<file path="config.mk">
export PLATFORM = sky130hd
export DESIGN_NAME = mux_scan_seq_flat
export DESIGN_NICKNAME = d
export VERILOG_FILES = /design/src/rtl/mux_scan_seq_if.sv /design/src/rtl/mux_scan_seq.sv /design/src/flat_wrapper.sv
export SDC_FILE = /design/constraint.sdc
export NUM_CORES = 1
export LEC_CHECK = 0
export BUFFER_PORTS_ARGS = -buffer_cell sky130_fd_sc_hd__buf_4
export CAP_MARGIN = 40
export CELL_PAD_IN_SITES_DETAIL_PLACEMENT = 0
export CELL_PAD_IN_SITES_GLOBAL_PLACEMENT = 1
export CORE_MARGIN = 4
export CORE_UTILIZATION = 43
export DETAILED_ROUTE_END_ITERATION = 10
export PLACE_DENSITY = 0.85
export SYNTH_ARGS = -nofsm -noshare
export SYNTH_HDL_FRONTEND = slang
export SYNTH_SLANG_ARGS = --single-unit
</file>
<file path="constraint.sdc">
create_clock -name clk -period 4.63 [get_ports clk]
set_clock_uncertainty 0.15 [all_clocks]
set_input_delay 0.463 -clock clk [delete_from_list [all_inputs] [get_ports clk]]
set_output_delay 0.463 -clock clk [all_outputs]
set_load 0.01 [all_outputs]
</file>
<file path="src/rtl/mux_scan_seq_if.sv">
// Bundle between mux_scan_seq and its neighbours: scan request, mux feedback,
// mux selects and snapshot handshake. MUX_SCAN_MASK_EN adds the mask input.
interface mux_scan_seq_if;
  logic       start;
  logic       mux_out;
`ifdef MUX_SCAN_MASK_EN
  logic [3:0] mask;
`endif
  logic       s0;
  logic       s1;
  logic       busy;
  logic       done;
  logic [3:0] data;

  modport master (
    output start,
    output mux_out,
`ifdef MUX_SCAN_MASK_EN
    output mask,
`endif
    input  s0,
    input  s1,
    input  busy,
    input  done,
    input  data
  );

  modport slave (
    input  start,
    input  mux_out,
`ifdef MUX_SCAN_MASK_EN
    input  mask,
`endif
    output s0,
    output s1,
    output busy,
    output done,
    output data
  );
endinterface

</file>
<file path="src/rtl/mux_scan_seq.sv">
// Scans a 4:1 mux via s0/s1, settles SETTLE cycles per channel, returns a
// 4-bit snapshot with start/busy/done. Ports: clk, rst (sync, active high),
// bus (slave: start, mux_out, [mask], s0, s1, busy, done, data).
// Option: MUX_SCAN_MASK_EN adds bus.mask (bit k=1 skips channel k).
module mux_scan_seq #(
  parameter int SETTLE = 2
) (
  input  logic          clk,
  input  logic          rst,
  mux_scan_seq_if.slave bus
);

  typedef enum logic [1:0] {
    S_IDLE   = 2'd0,
    S_SETTLE = 2'd1,
    S_DONE   = 2'd2
  } state_t;

  localparam logic [3:0] CNT_INIT = 4'(SETTLE - 1);

  state_t     r_state;
  state_t     w_state_nxt;
  logic [1:0] r_ch;
  logic [3:0] r_cnt;
  logic [3:0] r_shadow;
  logic [3:0] r_data;

  logic [3:0] w_mask_new;
  logic [3:0] w_mask_cur;
  logic [3:0] w_rest;
  logic [1:0] w_first;
  logic [1:0] w_nxt;
  logic       w_none;
  logic       w_last;
  logic       w_sample;
  logic [3:0] w_shadow_nxt;
  logic       w_busy;
  logic       w_done;

  function automatic logic [1:0] f_lsb(input logic [3:0] v);
    if (v[0])      return 2'd0;
    else if (v[1]) return 2'd1;
    else if (v[2]) return 2'd2;
    else           return 2'd3;
  endfunction

`ifdef MUX_SCAN_MASK_EN
  logic [3:0] r_mask;

  assign w_mask_new = bus.mask;
  assign w_mask_cur = r_mask;

  // mask is frozen for the whole scan at the accepting edge
  always_ff @(posedge clk) begin
    if (rst)
      r_mask <= '0;
    else if (r_state == S_IDLE && bus.start)
      r_mask <= bus.mask;
  end
`else
  assign w_mask_new = 4'b0000;
  assign w_mask_cur = 4'b0000;
`endif

  // unmasked channels strictly above the current one
  assign w_rest   = ~w_mask_cur & (4'b1110 << r_ch);
  assign w_last   = (w_rest == 4'b0000);
  assign w_nxt    = f_lsb(w_rest);
  assign w_first  = f_lsb(~w_mask_new);
  assign w_none   = &w_mask_new;
  assign w_sample = (r_cnt == 4'd0);

  always_comb begin
    w_shadow_nxt       = r_shadow;
    w_shadow_nxt[r_ch] = bus.mux_out;
  end

  always_ff @(posedge clk) begin
    if (rst)
      r_state <= S_IDLE;
    else
      r_state <= w_state_nxt;
  end

  always_comb begin
    w_state_nxt = r_state;
    unique case (r_state)
      S_IDLE:
        if (bus.start)
          w_state_nxt = w_none ? S_DONE : S_SETTLE;
      S_SETTLE:
        if (w_sample && w_last)
          w_state_nxt = S_DONE;
      S_DONE:
        w_state_nxt = S_IDLE;
      default:
        w_state_nxt = S_IDLE;
    endcase
  end

  always_comb begin
    w_busy = 1'b0;
    w_done = 1'b0;
    unique case (r_state)
      S_SETTLE: w_busy = 1'b1;
      S_DONE:   w_done = 1'b1;
      default: ;
    endcase
  end

  always_ff @(posedge clk) begin
    if (rst) begin
      r_ch     <= 2'd0;
      r_cnt    <= 4'd0;
      r_shadow <= 4'd0;
      r_data   <= 4'd0;
    end else begin
      unique case (r_state)
        S_IDLE:
          if (bus.start) begin
            r_ch     <= w_none ? 2'd0 : w_first;
            r_cnt    <= CNT_INIT;
            r_shadow <= 4'd0;
            if (w_none)
              r_data <= 4'd0;
          end
        S_SETTLE:
          if (!w_sample) begin
            r_cnt <= r_cnt - 4'd1;
          end else begin
            r_shadow <= w_shadow_nxt;
            if (w_last) begin
              r_data <= w_shadow_nxt;
              r_ch   <= 2'd0;
            end else begin
              r_ch  <= w_nxt;
              r_cnt <= CNT_INIT;
            end
          end
        default: ;
      endcase
    end
  end

  assign bus.s0   = r_ch[1];
  assign bus.s1   = r_ch[0];
  assign bus.busy = w_busy;
  assign bus.done = w_done;
  assign bus.data = r_data;

endmodule

</file>
<file path="src/flat_wrapper.sv">
// flat-port wrapper written by rule: the top's interface ports become plain ports
module mux_scan_seq_flat 
#(
  parameter int SETTLE = 2
)
  (clk, rst, bus_start, bus_mux_out, bus_s0, bus_s1, bus_busy, bus_done, bus_data);
  mux_scan_seq_if bus_i ();
  input  logic clk;
  input  logic rst;
  input wire logic [$bits(bus_i.start)-1:0] bus_start;
  input wire logic [$bits(bus_i.mux_out)-1:0] bus_mux_out;
  output wire logic [$bits(bus_i.s0)-1:0] bus_s0;
  output wire logic [$bits(bus_i.s1)-1:0] bus_s1;
  output wire logic [$bits(bus_i.busy)-1:0] bus_busy;
  output wire logic [$bits(bus_i.done)-1:0] bus_done;
  output wire logic [$bits(bus_i.data)-1:0] bus_data;
  assign bus_i.start = bus_start;
  assign bus_i.mux_out = bus_mux_out;
  assign bus_s0 = bus_i.s0;
  assign bus_s1 = bus_i.s1;
  assign bus_busy = bus_i.busy;
  assign bus_done = bus_i.done;
  assign bus_data = bus_i.data;
  mux_scan_seq #(.SETTLE(SETTLE)) u_core (.clk(clk), .rst(rst), .bus(bus_i));
endmodule
</file>
# --- Word-level counts from Yosys, hierarchy flattened ---
# Index checks and enable logic that the tools add are counted.
classes:
  addsub: 1
  muxes: 22
  order_cmp: 2
  eq_ne: 6
  n_shift: 1
  n_reduce_logical: 10
op_table:
  columns: ["op", "n"]
  rows:
  - ["4-bit 2-to-1 mux", 5]
  - ["4-bit one-hot mux with 2 select lines", 2]
  - ["2-bit 2-to-1 mux", 7]
  - ["3-bit AND reduction", 3]
  - ["4-bit logical NOT", 2]
  - ["2-bit one-hot mux with 2 select lines", 2]
  - ["4-bit bitwise mux", 1]
  - ["1-bit 2-to-1 mux", 4]
  - ["2-bit by 1-bit != test with 1-bit output (second input constant)", 2]
  - ["4-bit by 2-bit << shifter with 4-bit output (first input constant)", 1]
  - ["4-bit by 1-bit subtractor with 4-bit output (second input constant)", 1]
  - ["2-bit by 3-bit less-than comparator with 1-bit output (second input constant)", 1]
  - ["3-bit != test (second input constant)", 1]
  - ["1-bit demux with 2-bit select", 1]
  - ["2-bit by 1-bit == test with 1-bit output (second input constant)", 1]
  - ["2-bit == test (second input constant)", 1]
  - ["2-bit by 1-bit greater-or-equal comparator with 1-bit output (second input constant)", 1]
  - ["1-bit logical AND", 2]
  - ["2-bit logical NOT", 1]
  - ["2-bit != test (second input constant)", 1]
  - ["2-bit AND reduction", 1]
  - ["2-bit nonzero test", 1]
word_totals:
  regBits: 16
  output_inout_bits: 8
  in_bits: 4
  word_cells: 47

# --- Longest topological paths before layout ---
depth:
  depth_word: 7
  depth_mapped: 7
  ltp_nobuf: 6

# --- Worst setup path after synthesis ---
# OpenSTA, ideal clock, no wires.
synth_timing:
  path_kind: "reg2reg"
  from: "reg u_core.r_cnt[0]"
  to: "reg u_core.r_cnt[1]"
  setup_time_ns: 0.117
  arrival_time_ns: 1.276
  synth_period_minus_slack_ns: 1.543
  required_ns: 4.363
  slack_ns: 3.087
  path_stages_with_launch: 7
  path_cell_list: "dfxtp_1 -> inv_1 -> ha_1 -> nor3b_1 -> and2b_4 -> nor2_1 -> a32o_1"
synth_via:
  elab_chain_len: 3
  elab_cells_between_ends: 6
  cone_classes: "add/sub: 1; eq/ne: 1; mux: 2; reduce/logical: 2"
synth_rtl:
  columns: ["element", "line_no", "rtl"]
  rows:
  - ["start: declaration", "mux_scan_seq.sv:24", "logic [3:0] r_cnt;"]
  - ["start signal: assignment", "mux_scan_seq.sv:129", "r_cnt <= r_cnt - 4'd1;"]
  - ["4-bit by 1-bit subtractor with 4-bit output or 4-bit logical NOT (tied branches)", "mux_scan_seq.sv:129, mux_scan_seq.sv:71", null]
  - ["4-bit 2-to-1 mux or 3-bit != test (tied branches)", null, null]
  - ["4-bit one-hot mux with 2 select lines or 3-bit AND reduction (tied branches)", null, null]
# Several ways; a longest one is shown, not always the timed one.
# A chain may end at the register's enable or synchronous reset.

# --- Final worst setup path ---
layout_timing:
  from: "reg u_core.r_cnt[0]"
  to: "reg u_core.r_data[3], in the netlist u_core.bus.data[3]"
layout_via:
  elab_chain_len: 2
layout_rtl:
  columns: ["element", "line_no", "rtl"]
  rows:
  - ["4-bit logical NOT", "mux_scan_seq.sv:71", "assign w_sample = (r_cnt == 4'd0);"]
  - ["3-bit AND reduction (no line)", null, null]
  - ["end signal: assignment", "mux_scan_seq.sv:133", "r_data <= w_shadow_nxt;"]
  - ["end: declaration", "mux_scan_seq.sv:26", "logic [3:0] r_data;"]
# No other way between the ends.

==> flow_summary.yaml <==
clocking:
  clockRootBuffer: "clkbuf_4"
  tritoncts: "done"
  cts_buffer_depth: 2
  cts_hold_repair.buffers: 0
  cts_resized: 0
  cts_max_level: 1
  clkLatencyLatePin_ps: 290
  path_clk_slew_ps: 90
  numCtsBuffers: 3
  cts_setup_buffers: 0
  clock_sinks: 15
logic_synthesis:
  synth_fp_nets: 97
  synth.cell_area_um2: 788
  synthArstFlopShare_pct: 0
  synth.distinct_cells: 30
  ys_seq_area_share_pct: 38.1
  synthCells: 86
  ys_ff_latch: 15
  yosys.cell_count.top_type: "dfxtp_1"
  synth-edff-count: 0
  syn_area_per_cell_um2: 9.17
  yosysWarnings: 0
  ys_top_cells_by_area: "dfxtp_1 (38%), ha_1 (11%), mux2i_1 (8.9%), nor2_1 (5.2%), nand2_1 (4.3%)"
  synth.top_cell.area_share_pct: 38.1
  yosysTopAreaCell: "dfxtp_1"
  ys.flop_type: "dfxtp_1"
  synthTopCellsByCount: "dfxtp_1 (15), nor2_1 (11), nand2_1 (9)"
sta:
  max_freq_mhz: 587
  fin_tns_setup_ps: 0
  final-setup-viol-count: 0
  final_hold_viol_count: 0
  rsz0062_at_grt: "false"
  slew_viol_final: 0
  period_needed_ps: 1700
  slew_headroom_pct: 79.2
  finalCritPeriodShare_pct: 36.8
  tightest_slew_ps: 312
power:
  ir_drop_mv: 0.174
  cellLeakagePower_uw: 0.000400
  p_per_area_nw_per_um2: 308
route:
  routedWlPerCell_um: 12.6
  drtAntennaViolNets: 0
  viasPerCell: 5.17
  via_count: 641
  wl_um: 1560
  drc: 0
  drt_iter0_drc: 11
  first_pass_iters: 4
placed_design:
  port_buffers: 11
  placed_area_um2: 891
  routabilityCongestion: 0.795
  hpwl_um: 1160
floorplan:
  ios: 12
  dieArea_um2: 2580
  coreArea_um2: 1730
  fp-row-count: 15
  die_w_um: 50.8
  start_util_pct: 45.7
  fp.dieH_um: 50.8
grt:
  grt_first_pass_wirelength_um: 2650
  grt_max_degree: 15
  antenna_found_initial: 0
  grt-ovfl-total: 0
  track_usage_pct: 13.6
  grt_pass1_vias: 635
min_path:
  min_path_type: "in -> reg"
layout:
  multiInputGateArea_um2: 458
  n_fill_cell: 180
  diodes: 0
  fin_area_um2: 918
  drive_gt1_share_pct: 19.2
  area_delta_synth_final_pct: 16.5
  fin_nets: 111
  register_area_um2: 300
critical_path:
  crit_chain: "inv_1 -> ha_1 -> nor3b_1 -> and3_1 -> mux2i_1 -> nor2_1"
  critPathLaunchType: "flop"
  critPathArrivalTime_ps: 1740
  worst-setup-path-type: "reg -> reg"
  cpMaxStageDelayCell: "and3_1"
  crit_path_max_incr_delay_ps: 370
  cp.required_ps: 4660
  path_max_fanout: 8
  cp-end-kind: "flop"
status:
  status: "completed"
run:
  maxCapViolations: 0
==> layer usage <==
| metal | track usage, % | share of wire, % | vias to the layer above |
|---|---|---|---|
| met1 | 17.3 | 52 | 300 |
| met3 | 4.08 | 4.9 | 4 |
| met4 | 7.17 | 1.7 | 0 |
| met5 | 0 | 0 | - |
| met2 | 20.7 | 42 | 14 |
| li1 | - | - | 323 |
==> registers in the layout (all words and copies together), names as in the netlist <==
signal           count
u_core.bus.data      4
u_core.r_cnt         4
u_core.r_shadow      3
u_core.r_state       2
u_core.r_ch          2
==> layout by cell type, fill, tap and decap left out <==
cell type  instances
and3_1             1
nand4bb_1          1
nor4_1             1
or2_1              1
a22oi_1            1
o21ai_1            2
and2b_4            1
nor2b_4            1
a21o_1             2
o21ai_0            1
nor3b_1            3
nor3_1             1
inv_1              5
nor4bb_1           1
nor2_1            11
dfxtp_1           15
buf_4             11
clkbuf_4           3
nand2_1            9
nand2b_1           2
nor2b_1            1
and2_1             1
mux2i_1            7
ha_1               7
a31oi_1            1
a21oi_1            3
clkinv_2           1
a32o_1             1
a211oi_1           1
a211oi_2           2
o21a_1             1
==> worst max-delay path: cells and delay by family, from the launching register on <==
family / cells / cell delay (ps)
simple gates: 3 / 620
flops: 1 / 330
mux: 1 / 220
fa+ha+maj: 1 / 180
buf+inv: 1 / 100
==> power by group <==
| group | internal, uW | switching, uW |
|---|---|---|
| combinational | 29.6 | 32.9 |
| clock | 32.1 | 43.8 |
| sequential | 136 | 7.89 |
==> layout make-up <==
type,instances,share of cell area (%)
Clock buffer,3,2.45
Clock inverter,1,0.545
Inverter,5,2.04
Multi-Input combinational cell,64,49.9
Sequential cell,15,32.7
Tap cell,25,3.41
Timing Repair Buffer,11,8.99
==> cells by family (layout without fill, tap and decap cells) <==
family,count (synthesis),after routing,synth area share [%]
simple gates,35,35,24.3
compound gates,15,15,13.8
flops,15,15,38.1
fa+ha+maj,7,7,11.1
mux,7,7,8.89
buf+inv,7,20,3.81
==> through the flow <==
step	utilization (%)	power (uW)	hold slack (ps)	cells	setup slack (ps)
6_report	53.2	283	294	124	2930
3_3_place_gp	51.6	208	298	120	2990
2_1_floorplan	-	191	288	86	3090
3_5_place_dp	51.6	209	306	120	2930
5_1_grt	53.2	302	284	124	2740
4_1_cts	53.2	285	293	124	2910
==> final timing paths <==
path	depth (start not counted)	startpoint	slack (ps)	to
max	6	u_core.r_cnt[0]$_SDFFE_PP0P_	2930	u_core.bus.data[3]$_SDFFE_PP0P_
min	2	rst	290	u_core.bus.data[2]$_SDFFE_PP0P_
max reg2reg	6	u_core.r_cnt[0]$_SDFFE_PP0P_	2930	u_core.bus.data[3]$_SDFFE_PP0P_
min reg2reg	2	u_core.r_shadow[2]$_SDFFE_PP0P_	320	u_core.r_shadow[2]$_SDFFE_PP0P_
Note: power is estimated with default switching activity, not from simulation.
